**src/rtl/calc_sequencer.sv**
```systemverilog
// Entry-driven calculator: A, operator and B are strobed in one at a time,
// then an add/sub (single cycle) or iterative mul/div runs before one DONE cycle.
module calc_sequencer #(
   parameter int WIDTH = 8
) (
   input  logic               clk,
   input  logic               rst,
   input  logic               input_Clear,
   input  logic               input_Valid,
   input  logic [WIDTH-1:0]   input_Data,
   input  logic [1:0]         input_Operator,
   output logic               busy,
   output logic               result_Valid,
   output logic [2*WIDTH-1:0] result,
   output logic               error,
   output logic [2:0]         state
);

   localparam int CW = $clog2(WIDTH + 1);

   typedef enum logic [2:0] {
      S_A    = 3'd0,
      S_OP   = 3'd1,
      S_B    = 3'd2,
      S_EXEC = 3'd3,
      S_DONE = 3'd4
   } state_t;

   localparam logic [1:0] OP_ADD = 2'b00;
   localparam logic [1:0] OP_SUB = 2'b01;
   localparam logic [1:0] OP_MUL = 2'b10;
   localparam logic [1:0] OP_DIV = 2'b11;

   state_t               state_q, state_d;
   logic [WIDTH-1:0]     a_q, a_d;
   logic [WIDTH-1:0]     b_q, b_d;
   logic [1:0]           op_q, op_d;
   logic [2*WIDTH-1:0]   acc_q, acc_d;
   logic [2*WIDTH-1:0]   mcand_q, mcand_d;
   logic [CW-1:0]        cnt_q, cnt_d;
   logic                 busy_q, busy_d;
   logic                 rv_q, rv_d;
   logic [2*WIDTH-1:0]   result_q, result_d;
   logic                 error_q, error_d;

   logic [2*WIDTH-1:0]   mul_acc;
   logic [WIDTH:0]       r_sh;
   logic                 r_ge;
   logic [WIDTH-1:0]     r_new;
   logic [2*WIDTH-1:0]   div_acc;
   logic                 last;
   logic                 finish;
   logic [2*WIDTH-1:0]   fin_res;

   // acc holds the running product for mul, and {remainder, quotient} for div
   always_comb begin
      mul_acc = acc_q + (b_q[0] ? mcand_q : '0);
      r_sh    = {acc_q[2*WIDTH-1:WIDTH], acc_q[WIDTH-1]};
      r_ge    = r_sh >= {1'b0, b_q};
      r_new   = r_ge ? (r_sh[WIDTH-1:0] - b_q) : r_sh[WIDTH-1:0];
      div_acc = {r_new, acc_q[WIDTH-2:0], r_ge};
      last    = cnt_q == CW'(WIDTH - 1);
   end

   always_comb begin
      state_d  = state_q;
      a_d      = a_q;
      b_d      = b_q;
      op_d     = op_q;
      acc_d    = acc_q;
      mcand_d  = mcand_q;
      cnt_d    = cnt_q;
      busy_d   = busy_q;
      rv_d     = 1'b0;
      result_d = result_q;
      error_d  = error_q;
      finish   = 1'b0;
      fin_res  = '0;

      case (state_q)
         S_A: begin
            if (input_Valid) begin
               a_d     = input_Data;
               state_d = S_OP;
            end
         end
         S_OP: begin
            if (input_Valid) begin
               op_d    = input_Operator;
               state_d = S_B;
            end
         end
         S_B: begin
            if (input_Valid) begin
               b_d     = input_Data;
               state_d = S_EXEC;
               busy_d  = 1'b1;
               cnt_d   = '0;
               mcand_d = {{WIDTH{1'b0}}, a_q};
               acc_d   = (op_q == OP_DIV) ? {{WIDTH{1'b0}}, a_q} : '0;
            end
         end
         S_EXEC: begin
            cnt_d = cnt_q + CW'(1);
            unique case (op_q)
               OP_ADD: begin
                  finish  = 1'b1;
                  fin_res = {{WIDTH{1'b0}}, a_q} + {{WIDTH{1'b0}}, b_q};
               end
               OP_SUB: begin
                  finish  = 1'b1;
                  fin_res = {{WIDTH{1'b0}}, a_q} - {{WIDTH{1'b0}}, b_q};
               end
               OP_MUL: begin
                  acc_d   = mul_acc;
                  mcand_d = {mcand_q[2*WIDTH-2:0], 1'b0};
                  b_d     = {1'b0, b_q[WIDTH-1:1]};
                  finish  = last;
                  fin_res = mul_acc;
               end
               OP_DIV: begin
                  if (b_q == '0) begin
                     finish  = 1'b1;
                     fin_res = '0;
                     error_d = 1'b1;
                  end else begin
                     acc_d   = div_acc;
                     finish  = last;
                     fin_res = div_acc;
                  end
               end
            endcase
            if (finish) begin
               state_d  = S_DONE;
               rv_d     = 1'b1;
               result_d = fin_res;
            end
         end
         S_DONE: begin
            state_d = S_A;
            busy_d  = 1'b0;
            cnt_d   = '0;
         end
         default: begin
            state_d = S_A;
            busy_d  = 1'b0;
         end
      endcase

      if (input_Clear) begin
         state_d  = S_A;
         a_d      = '0;
         b_d      = '0;
         op_d     = '0;
         acc_d    = '0;
         mcand_d  = '0;
         cnt_d    = '0;
         busy_d   = 1'b0;
         rv_d     = 1'b0;
         result_d = '0;
         error_d  = 1'b0;
      end
   end

   always_ff @(posedge clk) begin
      if (rst) begin
         state_q  <= S_A;
         a_q      <= '0;
         b_q      <= '0;
         op_q     <= '0;
         acc_q    <= '0;
         mcand_q  <= '0;
         cnt_q    <= '0;
         busy_q   <= 1'b0;
         rv_q     <= 1'b0;
         result_q <= '0;
         error_q  <= 1'b0;
      end else begin
         state_q  <= state_d;
         a_q      <= a_d;
         b_q      <= b_d;
         op_q     <= op_d;
         acc_q    <= acc_d;
         mcand_q  <= mcand_d;
         cnt_q    <= cnt_d;
         busy_q   <= busy_d;
         rv_q     <= rv_d;
         result_q <= result_d;
         error_q  <= error_d;
      end
   end

   // a clear arriving during DONE still kills the pulse in that cycle
   assign result_Valid = rv_q & ~input_Clear;
   assign busy         = busy_q;
   assign result       = result_q;
   assign error        = error_q;
   assign state        = state_q;

endmodule

```
**config.mk**
```make
export PLATFORM = sky130hd
export DESIGN_NAME = calc_sequencer
export DESIGN_NICKNAME = d
export VERILOG_FILES = /design/src/rtl/calc_sequencer.sv
export SDC_FILE = /design/constraint.sdc
export NUM_CORES = 1
export LEC_CHECK = 0
export ABC_AREA = 1
export BUFFER_PORTS_ARGS = -buffer_cell sky130_fd_sc_hd__buf_4
export CELL_PAD_IN_SITES_DETAIL_PLACEMENT = 0
export CELL_PAD_IN_SITES_GLOBAL_PLACEMENT = 1
export CORE_MARGIN = 1.5
export CORE_UTILIZATION = 40
export CTS_CLUSTER_DIAMETER = 100
export DETAILED_ROUTE_END_ITERATION = 7
export PLACE_DENSITY = 0.82
export SLEW_MARGIN = 25
export SYNTH_ARGS = -nofsm -noshare
export SYNTH_HDL_FRONTEND = slang
export SYNTH_SLANG_ARGS = --single-unit
```
**constraint.sdc**
```tcl
create_clock -name clk -period 2.3 [get_ports clk]
set_clock_uncertainty 0.05 [all_clocks]
set_input_delay 0.345 -clock clk [delete_from_list [all_inputs] [get_ports clk]]
set_output_delay 0.345 -clock clk [all_outputs]
set_load 0.05 [all_outputs]
```
==> impl_metrics.toml, run 1 <==
[run_status]
outcome = "completed"

[global_route]
grt_pass1_vias = 5547
grt_start_max_net_pins = 38
grt_overflow = 0
antenna_found_initial = 0
track_usage_pct = 22.9
grt_pass1_wl_um = 28400

[routing]
via_per_inst = 5.24
firstDrtPassIters = 5
antenna_left = 0
drc = 0
routedWlPerCell_um = 15.4
vias = 6069
routed_wl_um = 17800
drt_iter0_drc = 519

[floorplan]
die_w_um = 125
coreArea_um2 = 14500
initial_core_util_pct = 40.9
rows = 44
die_area_um2 = 15500
io_pins = 36
die-height_um = 125

[setup_path]
cp_common_cell = "nand3_1"
cp.required_ps = 2460
worst_setup_path_start_kind = "flip-flop"
slowest_stage = "fa_1"
cp_max_fo = 6
path_cells = "clkinvlp_4, fa_1, buf_4, nand4_1, nand3_1, o21ai_0, nand3_1, nand2_1, a21oi_1"
crit_arrival_ps = 2400
path_class = "flip-flop to flip-flop"
critPathMaxStageDelay_ps = 480
endpoint_kind = "flip-flop"

[placement]
io_buffers = 35
place.gp.congestion = 0.927
postPlaceCellArea_um2 = 6560
dp_hpwl_um = 14100

[synth]
synth.cell_area_um2 = 5920
yosys_warnings = 0
ys_ff_latch = 76
synth_largest_area_cell = "dfxtp_1"
avgSynthCellArea_um2 = 6.48
synth_area_leaders = "dfxtp_1, nand2_1, ha_1"
synth_top_area_share_pct = 25.7
yosysSeqAreaShare_pct = 25.7
syn-num-nets = 971
yosysUniqueCellTypes = 48
syn_inst = 913

[job]
maxCapViolCount = 0

[layout]
utilization_pct = 48.0
fillers = 1546
final_cell_mix = "nand2_1, inv_1, buf_4"
multi_input_area_um2 = 3840
regArea_um2 = 1520
final_common_cell = "nand2_1"
nets = 1029
synthToLayoutAreaGrowth_pct = 17.6
drive_above_1_share_pct = 17.0
diodes = 0
design_area_um2 = 6960

[timing]
post-route-period-util_pct = 97.3
period_needed_ps = 2240
fmax_ghz = 0.447
rsz0062_at_grt = "true"
maxSlewViolCount = 0
worst_pin_slew_ps = 517
slew_headroom_pct = 65.5
timing.hold.ws_ps = 227
finalSetupViolations = 0
hold_viol_final = 0

[pwr]
powerDensity_nw_per_um2 = 437
p_leak_nw = 3.31
peakVddDrop_uv = 447
finalPower_mw = 3.04

[cts]
root_buffer = "clkbuf_16"
cts_buffers = 9
clockBufferDepth = 2
ctsHoldBuffers = 0
clock_latency_ps = 350
h-tree-depth = 3
cts.reportedPaths.clkPinSlew_ps = 60
cts_tree = "built"
cts.sinks = 76

[hold_path]
hp-class = "primary input to flip-flop"
sequential cells by signal, summed over array words and instances (netlist names), 2 cells and up:
register,count
acc_q,16
mcand_q,16
result,16
a_q,8
b_q,8
cnt_q,4
state,3
op_q,2
cells in the mapped netlist, drive strengths merged:
cell type	n
a22oi	8
o21ai	46
nand4	11
o211ai	7
and3	1
a21oi	82
fa	4
nand3	75
and2	2
nand3b	10
nand2	282
xnor2	8
buf	23
clkbuf	8
or2	2
a211oi	2
o31a	1
o21a	2
o21bai	1
a31oi	20
xor2	6
nor3	11
a21o	3
o22ai	2
ha	40
inv	119
dfxtp	76
nor2	61
metal layers:
layer	global-route usage, %	routed length [um]
met1	30.2	8310
met2	38.0	8330
met3	3.52	723
met4	8.32	468
met5	0	0
cell families (layout without fill, tap and decap cells):
| logic type | after synthesis | in the layout | share of synthesized area (%) |
|---|---|---|---|
| AO/OA/AOI/OAI | 174 | 174 | 17.5 |
| flip-flops | 76 | 76 | 25.7 |
| XOR/XNOR | 14 | 14 | 2.07 |
| AND/OR/NAND/NOR | 455 | 455 | 34.4 |
| adder cells (fa/ha/maj) | 44 | 44 | 9.81 |
| buffers and inverters | 150 | 212 | 10.5 |
worst max-delay path: cells and delay by family, from the launching register on:
kind,cells,cell delay [ps]
fa+ha+maj,1,480
flops,1,350
compound gates,2,400
buf+inv,2,370
simple gates,4,450
through the flow:
stage          instances  setup WS [ps]  setup TNS, ps
2_1_floorplan        913           5.11              0
3_3_place_gp        1141           81.1              0
3_5_place_dp        1141           43.4              0
4_1_cts             1156           14.4              0
5_1_grt             1159          -24.7          -55.0
6_report            1159           62.5              0
final cells by class:
cell class / count / share of cell area [%]
Tap cell: 184 / 3.31
Clock inverter: 4 / 0.720
Inverter: 119 / 6.51
Clock buffer: 11 / 3.49
Multi-Input combinational cell: 687 / 55.3
Sequential cell: 76 / 21.9
Timing Repair Buffer: 78 / 8.78
what timing repair did:
| item | CTS | global route |
|---|---|---|
| endpoints found under the setup margin | 0 | 22 |
| gates resized for setup | 0 | 23 |
| buffers inserted | 0 | 3 |
power breakdown:
group / internal (mW) / switching, mW / leakage (nW) / total [mW]
clock: 0.863 / 0.585 / 0.138 / 1.45
sequential: 1.33 / 0.0126 / 0.614 / 1.34
combinational: 0.0877 / 0.163 / 2.56 / 0.250
total: 2.28 / 0.761 / 3.31 / 3.04
final timing paths:
kind            startpoint          to  slack, ps  depth (start not counted)
max                 b_q[1]   result[6]         60                          9
max reg2reg         b_q[1]   result[6]         60                          9
min reg2reg     result[11]  result[11]        410                          2
min          input_Data[5]      a_q[5]        230                          3
No activity file was read; power rests on OpenSTA's default activity.
==> run 2: changes to the inputs <==
--- a/config.mk
+++ b/config.mk
@@ -10,10 +10,10 @@
 export CELL_PAD_IN_SITES_DETAIL_PLACEMENT = 0
 export CELL_PAD_IN_SITES_GLOBAL_PLACEMENT = 1
 export CORE_MARGIN = 1.5
-export CORE_UTILIZATION = 40
+export CORE_UTILIZATION = 44
 export CTS_CLUSTER_DIAMETER = 100
 export DETAILED_ROUTE_END_ITERATION = 7
-export PLACE_DENSITY = 0.82
+export PLACE_DENSITY = 0.86
 export SLEW_MARGIN = 25
 export SYNTH_ARGS = -nofsm -noshare
 export SYNTH_HDL_FRONTEND = slang
==> constraint.sdc (replaced) <==
create_clock -name clk -period 2.35 [get_ports clk]
set_clock_uncertainty 0.05 [all_clocks]
set_input_delay 0.3525 -clock clk [delete_from_list [all_inputs] [get_ports clk]]
set_output_delay 0.3525 -clock clk [all_outputs]
set_load 0.05 [all_outputs]
==> run 2 against run 1 <==
Compared with the run above:
- non-clock buffer count fell by 11
- critical endpoint is now result[11]
- sequential share of layout area rose by 0.11 points
- highest routed layer unchanged
- combinational power fell by 6%
- sequential cell count did not move
- via count fell by 0.59%
- setup slack improved by 100 ps
- hold slack improved by 2.5 ps
==> impl_metrics.toml, run 2 (synthesized netlist as in run 1, its figures left out) <==
[run_status]
outcome = "completed"

[timing]
post-route-period-util_pct = 93.1
rsz0062_at_grt = "false"
finalSetupViolations = 0
hold_viol_final = 0
worst_pin_slew_ps = 624
setup_tns_ps = 0
slew_headroom_pct = 58.4
setup_slack_ps = 162
period_needed_ps = 2190
maxSlewViolCount = 0
fmax_ghz = 0.457

[setup_path]
r2r_start = "b_q[0]"
path_cells = "buf_12, nand2_1, inv_1, ha_1, nand2_1, nand3_1, nand2_1, nand2_1, buf_4, nand2_1, nand3b_1, nand3_1, nand3_1, nand2_1, a21oi_1"
path_class = "flip-flop to flip-flop"
crit_arrival_ps = 2350
cp_max_fo = 16
reg2reg_slack_ps = 160
critPathMaxStageDelay_ps = 370
path_buf_inv = 3
worst_setup_path_start_kind = "flip-flop"
slowest_stage = "ha_1"
cp_common_cell = "nand2_1"
timing.rr.end = "result[11]"
cp.required_ps = 2510
endpoint_kind = "flip-flop"
reg2reg_depth = 15
cpLargestDelayFamily = "simple AND/OR/NAND/NOR gates"

[floorplan]
rows = 42
initial_core_util_pct = 44.8
die_area_um2 = 14100
die_w_um = 119
io_pins = 36
coreArea_um2 = 13200
die-height_um = 119

[cts]
root_buffer = "clkbuf_16"
cts.reportedPaths.clkPinSlew_ps = 60
cts_tree = "built"
clockBufferDepth = 2
cts_buffers = 9
h-tree-depth = 3
cts.sinks = 76
ctsHoldBuffers = 0
clock_latency_ps = 350

[routing]
routedWlPerCell_um = 15.2
drc = 0
vias = 6033
routed_wl_um = 17300
firstDrtPassIters = 5
drt_iter0_drc = 486
antenna_left = 0
via_per_inst = 5.29

[placement]
dp_hpwl_um = 13400
postPlaceCellArea_um2 = 6490
place.gp.congestion = 0.933
io_buffers = 35
dp_cells = 1124
dpl_worst_slack_ps = 80.6

[pwr]
powerDensity_nw_per_um2 = 464
peakVddDrop_uv = 392
finalPower_mw = 3.21
p_leak_nw = 3.28

[global_route]
track_usage_pct = 25.0
grt_use_met2_pct = 42.9
grt_pass1_vias = 5580
grt-busiest-layer = "met2"
antenna_found_initial = 0
met1_usage_pct = 32.1
grt_use_met3_pct = 4.50
grt_overflow = 0
grt_start_max_net_pins = 46
grt_pass1_wl_um = 28000

[layout]
multi_input_area_um2 = 3850
drive_above_1_share_pct = 15.6
diodes = 0
fillers = 1390
final_cells = 1141
nets = 1018
final_cell_mix = "nand2_1, inv_1, dfxtp_1"
final_common_cell = "nand2_1"
synthToLayoutAreaGrowth_pct = 17.0
design_area_um2 = 6920
regArea_um2 = 1520

[hold_path]
hp-class = "primary input to flip-flop"
min_to = "cnt_q[0]"
holdPathStages = 4
min_from = "rst"

[job]
maxCapViolCount = 0
run 2: cell count changes in the layout (fill, tap and decap cells not counted), moves of 2 or more:
cell and delta:
ha_2 -3, inv_1 +2, buf_4 -11, nand2_2 -2
ha_1 +2, clkinvlp_4 -2, bufinv_16 +2, nand2_1 +2
run 2: power breakdown:
part / total, mW / leakage [nW] / switching [mW] / internal (mW)
registers: 1.31 / 0.614 / 0.0140 / 1.30
logic: 0.234 / 2.49 / 0.154 / 0.0794
clock network: 1.66 / 0.169 / 0.598 / 1.07
run 2: repair_timing:
item,CTS,global route
endpoints found under the hold margin,0,0
endpoints found under the setup margin,0,21
setup buffers,0,1
gates resized for setup,0,18
run 2: layout make-up:
| type | instances | share of cell area, % |
|---|---|---|
| Clock buffer | 10 | 3.45 |
| Clock inverter | 6 | 1.61 |
| Inverter | 119 | 6.49 |
| Multi-Input combinational cell | 687 | 55.6 |
| Sequential cell | 76 | 22.0 |
| Tap cell | 176 | 3.18 |
| Timing Repair Buffer | 67 | 7.63 |
run 2: metrics by stage:
stage          hold WS, ps  utilization [%]
3_5_place_dp           406             49.2
5_1_grt                235             52.5
2_1_floorplan          406                -
3_3_place_gp           404             49.2
4_1_cts                216             51.8
6_report               229             52.5
run 2: tightest hold or removal path, stage by stage:
cell and delay [ps]:
buf_4 80, nor2_2 30, inv_1 70, a21oi_1 40
run 2: worst max path at each step:
stage | startpoint | end | slack (ps) | cells past startpoint
after global routing | b_q[2] | result[14] | 0.5 | 13
after floorplan | b_q[0] | result[12] | 60 | 16
after CTS | b_q[0] | result[12] | 60 | 15
after global placement | b_q[0] | result[12] | 140 | 15
after detailed placement | b_q[0] | result[12] | 80 | 15
final | b_q[0] | result[11] | 160 | 15
run 2: routing by layer:
metal,vias up,part of all wire (%)
li1,3094,-
met1,2762,45
met2,156,49
met3,21,4.6
met4,0,1.4
met5,-,0
